**config.mk**
```make
export PLATFORM = sky130hd
export DESIGN_NAME = chain_deskew
export DESIGN_NICKNAME = d
export VERILOG_FILES = /design/src/rtl/chain_deskew.sv
export SDC_FILE = /design/constraint.sdc
export NUM_CORES = 1
export LEC_CHECK = 0
export CAP_MARGIN = 5
export CORE_MARGIN = 2
export CORE_UTILIZATION = 37
export DETAILED_ROUTE_END_ITERATION = 7
export PLACE_DENSITY = 0.65
export SKIP_LAST_GASP = 1
export SLEW_MARGIN = 0
export SYNTH_ARGS = -nofsm -noshare
export SYNTH_HDL_FRONTEND = slang
export SYNTH_SLANG_ARGS = --single-unit
```
**constraint.sdc**
```tcl
create_clock -name clk -period 2.3 [get_ports clk]
set_input_delay 0.46 -clock clk [delete_from_list [all_inputs] [get_ports clk]]
set_output_delay 0.46 -clock clk [all_outputs]
set_load 0.02 [all_outputs]
```
**src/rtl/chain_deskew.sv**
```systemverilog
// rtl/chain_deskew.sv - realigns staggered delay-chain taps into one wavefront and queues it in a FWFT FIFO
module chain_deskew #(
    parameter int DWIDTH     = 1,
    parameter int LANES      = 1,
    parameter int DEPTH      = 1,
    parameter int FIFO_DEPTH = 8
) (
    input  logic              clk,
    input  logic              rst,
    input  logic [0:DEPTH-1]  i_valid,
    input  logic [DWIDTH-1:0] i_data [0:DEPTH-1][0:LANES-1],
    input  logic              i_clr,
    output logic              o_valid,
    input  logic              i_ready,
    output logic [DWIDTH-1:0] o_data [0:DEPTH-1][0:LANES-1],
    output logic              o_almost_full,
    output logic              o_err,
    output logic              o_overflow
);
    localparam int AW = $clog2(FIFO_DEPTH);
    localparam int SW = LANES * DWIDTH;
    localparam int WW = DEPTH * SW;
    localparam logic [AW:0] FULL_CNT = (AW+1)'(FIFO_DEPTH);
    localparam logic [AW:0] AF_CNT   = (AW+1)'(FIFO_DEPTH - DEPTH - 1);

    logic [0:DEPTH-1] av;
    logic [WW-1:0]    wf_al;
    logic [WW-1:0]    head;

    for (genvar k = 0; k < DEPTH; k++) begin : g_stage
        logic [SW-1:0] s_in;
        logic [SW-1:0] s_al;

        for (genvar l = 0; l < LANES; l++) begin : g_lane
            assign s_in[l*DWIDTH +: DWIDTH] = i_data[k][l];
        end

        // Later stages already lag stage 0 by k cycles, so they need fewer registers.
        if (k == DEPTH - 1) begin : g_direct
            assign av[k] = i_valid[k];
            assign s_al  = s_in;
        end else begin : g_delay
            localparam int N = DEPTH - 1 - k;
            logic [N-1:0]  v_q;
            logic [SW-1:0] d_q [0:N-1];

            always_ff @(posedge clk or posedge rst) begin
                if (rst) begin
                    v_q <= '0;
                    for (int i = 0; i < N; i++) d_q[i] <= '0;
                end else begin
                    v_q[0] <= i_valid[k];
                    d_q[0] <= s_in;
                    for (int i = 1; i < N; i++) begin
                        v_q[i] <= v_q[i-1];
                        d_q[i] <= d_q[i-1];
                    end
                end
            end

            assign av[k] = v_q[N-1];
            assign s_al  = d_q[N-1];
        end

        assign wf_al[k*SW +: SW] = s_al;

        for (genvar l = 0; l < LANES; l++) begin : g_out
            assign o_data[k][l] = head[(k*LANES + l)*DWIDTH +: DWIDTH];
        end
    end

    logic [WW-1:0]   mem_q [0:FIFO_DEPTH-1];
    logic [AW-1:0]   wr_ptr_q, wr_ptr_d;
    logic [AW-1:0]   rd_ptr_q, rd_ptr_d;
    logic [AW:0]     count_q, count_d;
    logic            af_q, af_d;
    logic            err_q, err_d;
    logic            ovf_q, ovf_d;
    logic            all_v, any_v, full, pop, push;

    always_comb begin
        all_v    = &av;
        any_v    = |av;
        full     = (count_q == FULL_CNT);
        pop      = (count_q != '0) & i_ready;
        // A pop frees the slot the write lands in, so a full FIFO still accepts.
        push     = all_v & (~full | pop);
        wr_ptr_d = wr_ptr_q;
        rd_ptr_d = rd_ptr_q;
        count_d  = count_q;
        if (push) wr_ptr_d = wr_ptr_q + 1'b1;
        if (pop)  rd_ptr_d = rd_ptr_q + 1'b1;
        if (push & ~pop)      count_d = count_q + 1'b1;
        else if (pop & ~push) count_d = count_q - 1'b1;
        af_d  = (count_d >= AF_CNT);
        err_d = (any_v & ~all_v) | (err_q & ~i_clr);
        ovf_d = (all_v & full & ~pop) | (ovf_q & ~i_clr);
    end

    always_ff @(posedge clk or posedge rst) begin
        if (rst) begin
            wr_ptr_q <= '0;
            rd_ptr_q <= '0;
            count_q  <= '0;
            af_q     <= 1'b0;
            err_q    <= 1'b0;
            ovf_q    <= 1'b0;
        end else begin
            wr_ptr_q <= wr_ptr_d;
            rd_ptr_q <= rd_ptr_d;
            count_q  <= count_d;
            af_q     <= af_d;
            err_q    <= err_d;
            ovf_q    <= ovf_d;
        end
    end

    always_ff @(posedge clk or posedge rst) begin
        if (rst) begin
            for (int i = 0; i < FIFO_DEPTH; i++) mem_q[i] <= '0;
        end else if (push) begin
            mem_q[wr_ptr_q] <= wf_al;
        end
    end

    assign head          = mem_q[rd_ptr_q];
    assign o_valid       = (count_q != '0);
    assign o_almost_full = af_q;
    assign o_err         = err_q;
    assign o_overflow    = ovf_q;
endmodule

```
==> flow_summary_export.csv, run 1 <==
group,metric,value,unit
status,status,"finished clean",
timing,fmax,448,MHz
drt,wl,2300,µm
grt,top_usage_layer,"met2",
finish,multiInputGateArea,556,µm²
setup_path,required,1.84,ns
drt,ant_nets,0,
floorplanning,coreArea,3000,µm²
floorplanning,chipWidth,59.7,µm
finish,final_common_cell,"dfrtp_1",
grt,grt_max_degree,17,
finish,seq_area,527,µm²
finish,utilization,45.2,%
timing,finalSetupTns,0,ns
placed_design,routabilityCongestion,0.824,
drt,num_vias,821,
grt,antenna_found_initial,0,
setup_path,crit_family,"multiplexers",
timing,finalCritPeriodShare,97.1,%
timing,setup_ws,0.0657,ns
power,pwr-share-comb,48.4,%
finish,syn_to_final_growth,18.0,%
synthesis,synth_flop_cell,"dfrtp_1",
flow_run,cap_violations,0,
drt,viasPerCell,5.23,
setup_path,cp_num_buf_inv,1,
drt,firstDrtPassIters,6,
clock_tree,clk_path_buf_depth,2,
placed_design,io_buffers,10,
timing,hold_ws,0.350,ns
floorplanning,num_io_pins,11,
setup_path,rrSetupSlack,0.27,ns
power,clkPwrFrac,10.6,%
floorplanning,rows,20,
power,p_leak,0.594,nW
floorplanning,initial_core_util,38.3,%
finish,fin_nets,135,
setup_path,critPathKind,"flip-flop to primary output",
setup_path,r2r-end,"mem_q[3]",
timing,rsz0062_at_grt,"false",
synthesis,synth-warning-count,0,
timing,final.setup_skew,0.00342,ns
setup_path,reg2reg_depth,7,
clock_tree,h-tree-depth,1,
synthesis,syn_inst,107,
floorplanning,die_h,59.7,µm
power,swShare,38.0,%
setup_path,max_stage_delay,0.50,ns
grt,grt_use_met1,19.3,%
grt,use_met3,4.33,%
synthesis,ys_seq_elements,21,
setup_path,reg2reg_from,"count_q[0]",
timing,worst_pin_slew,0.276,ns
setup_path,worstPathMaxFanout,4,
power,totalPowerFinal,1.71,mW
power,ir_drop,0.720,mV
floorplanning,die_area,3570,µm²
grt,grt_pass1_wl,4000,µm
finish,final_cell_mix,"dfrtp_1, inv_1, buf_4",
finish,drive_above_1_share,18.5,%
clock_tree,cts_tree,"yes",
setup_path,worstPathArrival,1.77,ns
synthesis,synthesis.area,1150,µm²
setup_path,path_cells,"mux4_2, mux2_2, clkdlybuf4s15_1",
worst_hold_path,holdCritPathClass,"input pin to async pin",
setup_path,critPathLaunchType,"flip-flop",
grt,grt_usage,14.9,%
synthesis,synth_nets,117,
drt,avgRoutedWirePerCell,14.6,µm
synthesis,postSynthAreaPerCell,10.7,µm²
clock_tree,root_buffer,"clkbuf_4",
grt,grt_util_met2,25.0,%
finish,antenna_cells,0,
clock_tree,cts_buffers,3,
clock_tree,clock_latency,0.30,ns
grt,grt_pass1_vias,845,
timing,drv_slew,0,
power,p_per_area,1260,nW/µm²
timing,relSlewSlack,81.5,%
placed_design,dp_hpwl,1760,µm
power,seq_power_share,40.9,%
synthesis,synth_enable_flop_cells,0,
synthesis,async_flop_share,100,%
drt,dr.first_iter.drc_count,24,
timing,finalCriticalPeriod,2.23,ns
setup_path,crit_slowest_cell,"mux4_2",
synthesis,seq_area_frac_synth,45.7,%
timing,setup_viol,0,
placed_design,place_ws,0.103,ns
clock_tree,cts.sinks,21,
grt,grt-ovfl-total,0,
setup_path,crit_path_end_kind,"primary output",
drt,drc,0,
finish,nFillCells,286,
timing,hold_viol_final,0,
clock_tree,holdBufCountCts,0,
synthesis,synth.distinct_cells,34,
power,p_sw,0.650,mW
power,p_int,1.06,mW
clock_tree,clk_pin_slew,0.12,ns
[how the worst max path moves through the flow]
| stage | startpoint | cells after the start | endpoint | slack (ns) |
|---|---|---|---|---|
| final | rd_ptr_q[1] | 3 | o_data | 0.07 |
| after global routing | rd_ptr_q[1] | 3 | o_data | 0.001 |
| after CTS | rd_ptr_q[1] | 3 | o_data | 0.003 |
| after detailed placement | rd_ptr_q[0] | 3 | o_data | 0.10 |
| after global placement | rd_ptr_q[0] | 3 | o_data | 0.14 |
| after floorplan | count_q[1] | 6 | rd_ptr_q[1] | 0.55 |
[cells by family after synthesis]
family,Yosys count,synth area share [%]
compound gates,12,7.51
xor+xnor,4,3.05
fa+ha+maj,4,4.35
buf+inv,16,5.99
flops,21,45.7
mux,15,16.4
simple gates,35,17.0
[state kept, by name, summed over array words and instances (netlist names)]
name and cells:
o_overflow 1, rd_ptr_q 3, count_q 4, wr_ptr_q 3, mem_q 8, o_almost_full 1, o_err 1
[cell usage after synthesis, drive strengths merged, types with 2 or more instances]
master,number,area [µm²]
o22ai,2,12.5
buf,5,27.5
inv,10,37.5
nand3,4,20.0
ha,4,50.1
nor3,3,15.0
nor2,5,18.8
nand2,8,30.0
dfrtp,21,526
nand3b,3,22.5
xnor2,4,35.0
nor3b,5,37.5
mux2,11,124
a21oi,2,10.0
mux4,2,45.0
mux2i,2,20.0
[stage by stage]
| step | instance area [µm²] | cells |
|---|---|---|
| 6_report | 1360 | 157 |
| 3_5_place_dp | 1310 | 150 |
| 5_1_grt | 1360 | 157 |
| 3_3_place_gp | 1310 | 150 |
| 4_1_cts | 1340 | 155 |
| 2_1_floorplan | 1150 | 107 |
[power by group through the flow]
stage	Clock, mW	Sequential (mW)	Combinational, mW
after floorplan	0	0.664	0.594
after global placement	0	0.706	0.757
after detailed placement	0	0.719	0.799
after CTS	0.190	0.701	0.804
after global routing	0.202	0.728	0.932
final	0.182	0.700	0.829
[repair_timing]
action                     CTS  global route
pin swaps                    0             0
setup endpoints to repair    2             2
resized for setup            2             3
setup buffers                1             2
[metal layers]
| metal | vias up | share of wire [%] |
|---|---|---|
| met5 | - | 0 |
| met4 | 0 | 0 |
| met3 | 0 | 2.6 |
| met2 | 9 | 50 |
| met1 | 397 | 47 |
| li1 | 415 | - |
[area by class of cell]
class / instances / area share, %
inverters: 10 / 2.77
clock buffers: 3 / 1.66
clock inverters: 1 / 0.369
repair buffers: 19 / 12.4
well taps: 33 / 3.04
flip-flops and latches: 21 / 38.8
multi-input cells: 70 / 41.0
(Power assumes the default switching activity.)
==> run 2: changes to the inputs <==
--- a/config.mk
+++ b/config.mk
@@ -9,6 +9,7 @@
 export CORE_MARGIN = 2
 export CORE_UTILIZATION = 37
 export DETAILED_ROUTE_END_ITERATION = 7
+export GPL_TIMING_DRIVEN = 0
 export PLACE_DENSITY = 0.65
 export SKIP_LAST_GASP = 1
 export SLEW_MARGIN = 0
==> run 2 against run 1 <==
Highest routed layer is now met4. Sequential cell count is the same. Critical path type unchanged. Count of clock-buffer cells in the layout is the same. Total power shrank 0.87%.
==> flow_summary_export.csv, run 2 (same netlist as run 1, synthesis figures left out) <==
group,metric,value,unit
grt,antenna_found_initial,0,
finish,largest_reg_flops,8,
finish,final_cell_area,1340,µm²
placed_design,io_buffers,9,
drt,ant_nets,0,
drt,firstDrtPassIters,4,
floorplanning,initial_core_util,38.3,%
setup_path,crit_path_end_kind,"primary output",
clock_tree,h-tree-depth,1,
timing,hold_viol_final,0,
drt,num_vias,837,
finish,reg_top3,"mem_q x8, count_q x4",
finish,regMostFlops,"mem_q",
power,ir_drop,0.483,mV
timing,rsz0062_at_grt,"false",
drt,avgRoutedWirePerCell,14.3,µm
floorplanning,rows,20,
setup_path,critPathKind,"flip-flop to primary output",
status,status,"finished clean",
finish,antenna_cells,0,
power,totalPowerFinal,1.70,mW
drt,drc,0,
grt,grt-ovfl-total,0,
timing,finalCritPeriodShare,93.3,%
finish,fin_nets,135,
clock_tree,cts.sinks,21,
timing,setup_viol,0,
clock_tree,cts_tree,"yes",
finish,final_cell_mix,"dfrtp_1, inv_1, nand2_1",
finish,final_common_cell,"dfrtp_1",
finish,multiInputGateArea,558,µm²
grt,grt_max_degree,22,
floorplanning,chipWidth,59.7,µm
timing,worst_pin_slew,0.805,ns
finish,drive_above_1_share,23.4,%
floorplanning,die_h,59.7,µm
drt,viasPerCell,5.33,
setup_path,required,1.84,ns
setup_path,reg2reg_depth,6,
timing,drv_slew,0,
worst_hold_path,holdCritPathClass,"flip-flop to flip-flop",
setup_path,worstPathMaxFanout,6,
flow_run,cap_violations,0,
clock_tree,clk_path_buf_depth,2,
grt,grt_pass1_vias,849,
clock_tree,root_buffer,"clkbuf_4",
floorplanning,num_io_pins,11,
setup_path,max_stage_delay,0.43,ns
clock_tree,holdBufCountCts,0,
worst_hold_path,whs_path_depth,1,
finish,seq_area,531,µm²
clock_tree,clock_latency,0.31,ns
clock_tree,cts_buffers,3,
drt,dr.first_iter.drc_count,32,
placed_design,dp_hpwl,1610,µm
finish,syn_to_final_growth,16.2,%
timing,relSlewSlack,46.3,%
setup_path,critPathLaunchType,"flip-flop",
setup_path,crit_slowest_cell,"dfrtp_2",
setup_path,path_cells,"inv_1, ha_2, or3b_1, buf_2, clkbuf_2",
grt,grt_usage,14.9,%
clock_tree,clk_pin_slew,0.13,ns
placed_design,place_area,1280,µm²
finish,nFillCells,308,
floorplanning,die_area,3570,µm²
grt,grt_pass1_wl,3890,µm
power,p_per_area,1270,nW/µm²
power,p_leak,0.582,nW
drt,wl,2240,µm
floorplanning,coreArea,3000,µm²
setup_path,rrSetupSlack,0.47,ns
setup_path,worstPathArrival,1.68,ns
placed_design,routabilityCongestion,0.774,
timing,final.setup_skew,0.0147,ns
timing,finalCriticalPeriod,2.14,ns
timing,finalSetupTns,0,ns
timing,fmax,466,MHz
run 2: final timing paths:
check,to,startpoint
setup / recovery,o_valid,count_q[1]
hold / removal,mem_q[5],mem_q[5]
setup reg to reg,mem_q[5],count_q[1]
hold reg to reg,mem_q[5],mem_q[5]
max in group asynchronous,count_q[0],rst
min in group asynchronous,mem_q[7],rst
run 2: worst max-delay path, delay by kind of cell, from the launching register on:
kind,cells,cell delay [ns]
flip-flops,1,0.43
buffers and inverters,3,0.38
AND/OR/NAND/NOR,1,0.34
adder cells (fa/ha/maj),1,0.22
run 2: area by class of cell:
class                   instances  share of cell area [%]
plain buffers                   6                    2.34
clock buffers                   3                    1.69
clock inverters                 1                   0.375
inverters                      10                    2.81
multi-input cells              70                    41.8
flip-flops and latches         21                    39.7
well taps                      33                    3.09
repair buffers                 13                    8.24
run 2: through the flow:
stage	instances	hold WS, ns	setup slack, ns	utilization, %
finish	157	0.509	0.155	44.5
CTS	157	0.514	0.0129	44.8
floorplan	107	0.437	0.553	-
global placement	149	0.467	0.0323	42.7
detailed placement	149	0.480	0.00502	42.7
global route	157	0.531	0.0496	44.5
run 2: layer usage:
| layer | part of all wire (%) | vias to the layer above | track usage [%] |
|---|---|---|---|
| li1 | - | 414 | - |
| met1 | 46 | 406 | 18.0 |
| met2 | 50 | 13 | 26.1 |
| met3 | 2.2 | 4 | 2.60 |
| met4 | 1.3 | 0 | 5.71 |
| met5 | 0 | - | 0 |
run 2: timing repair:
item,4_1_cts,5_1_grt
resized for setup,8,3
setup endpoints to repair,2,2
setup buffers,4,0
run 2: report_power, final:
| part | internal, mW | switching (mW) | leakage (nW) |
|---|---|---|---|
| registers | 0.544 | 0.119 | 0.252 |
| clock network | 0.0648 | 0.115 | 0.0177 |
| logic | 0.446 | 0.408 | 0.312 |
| total | 1.05 | 0.641 | 0.582 |
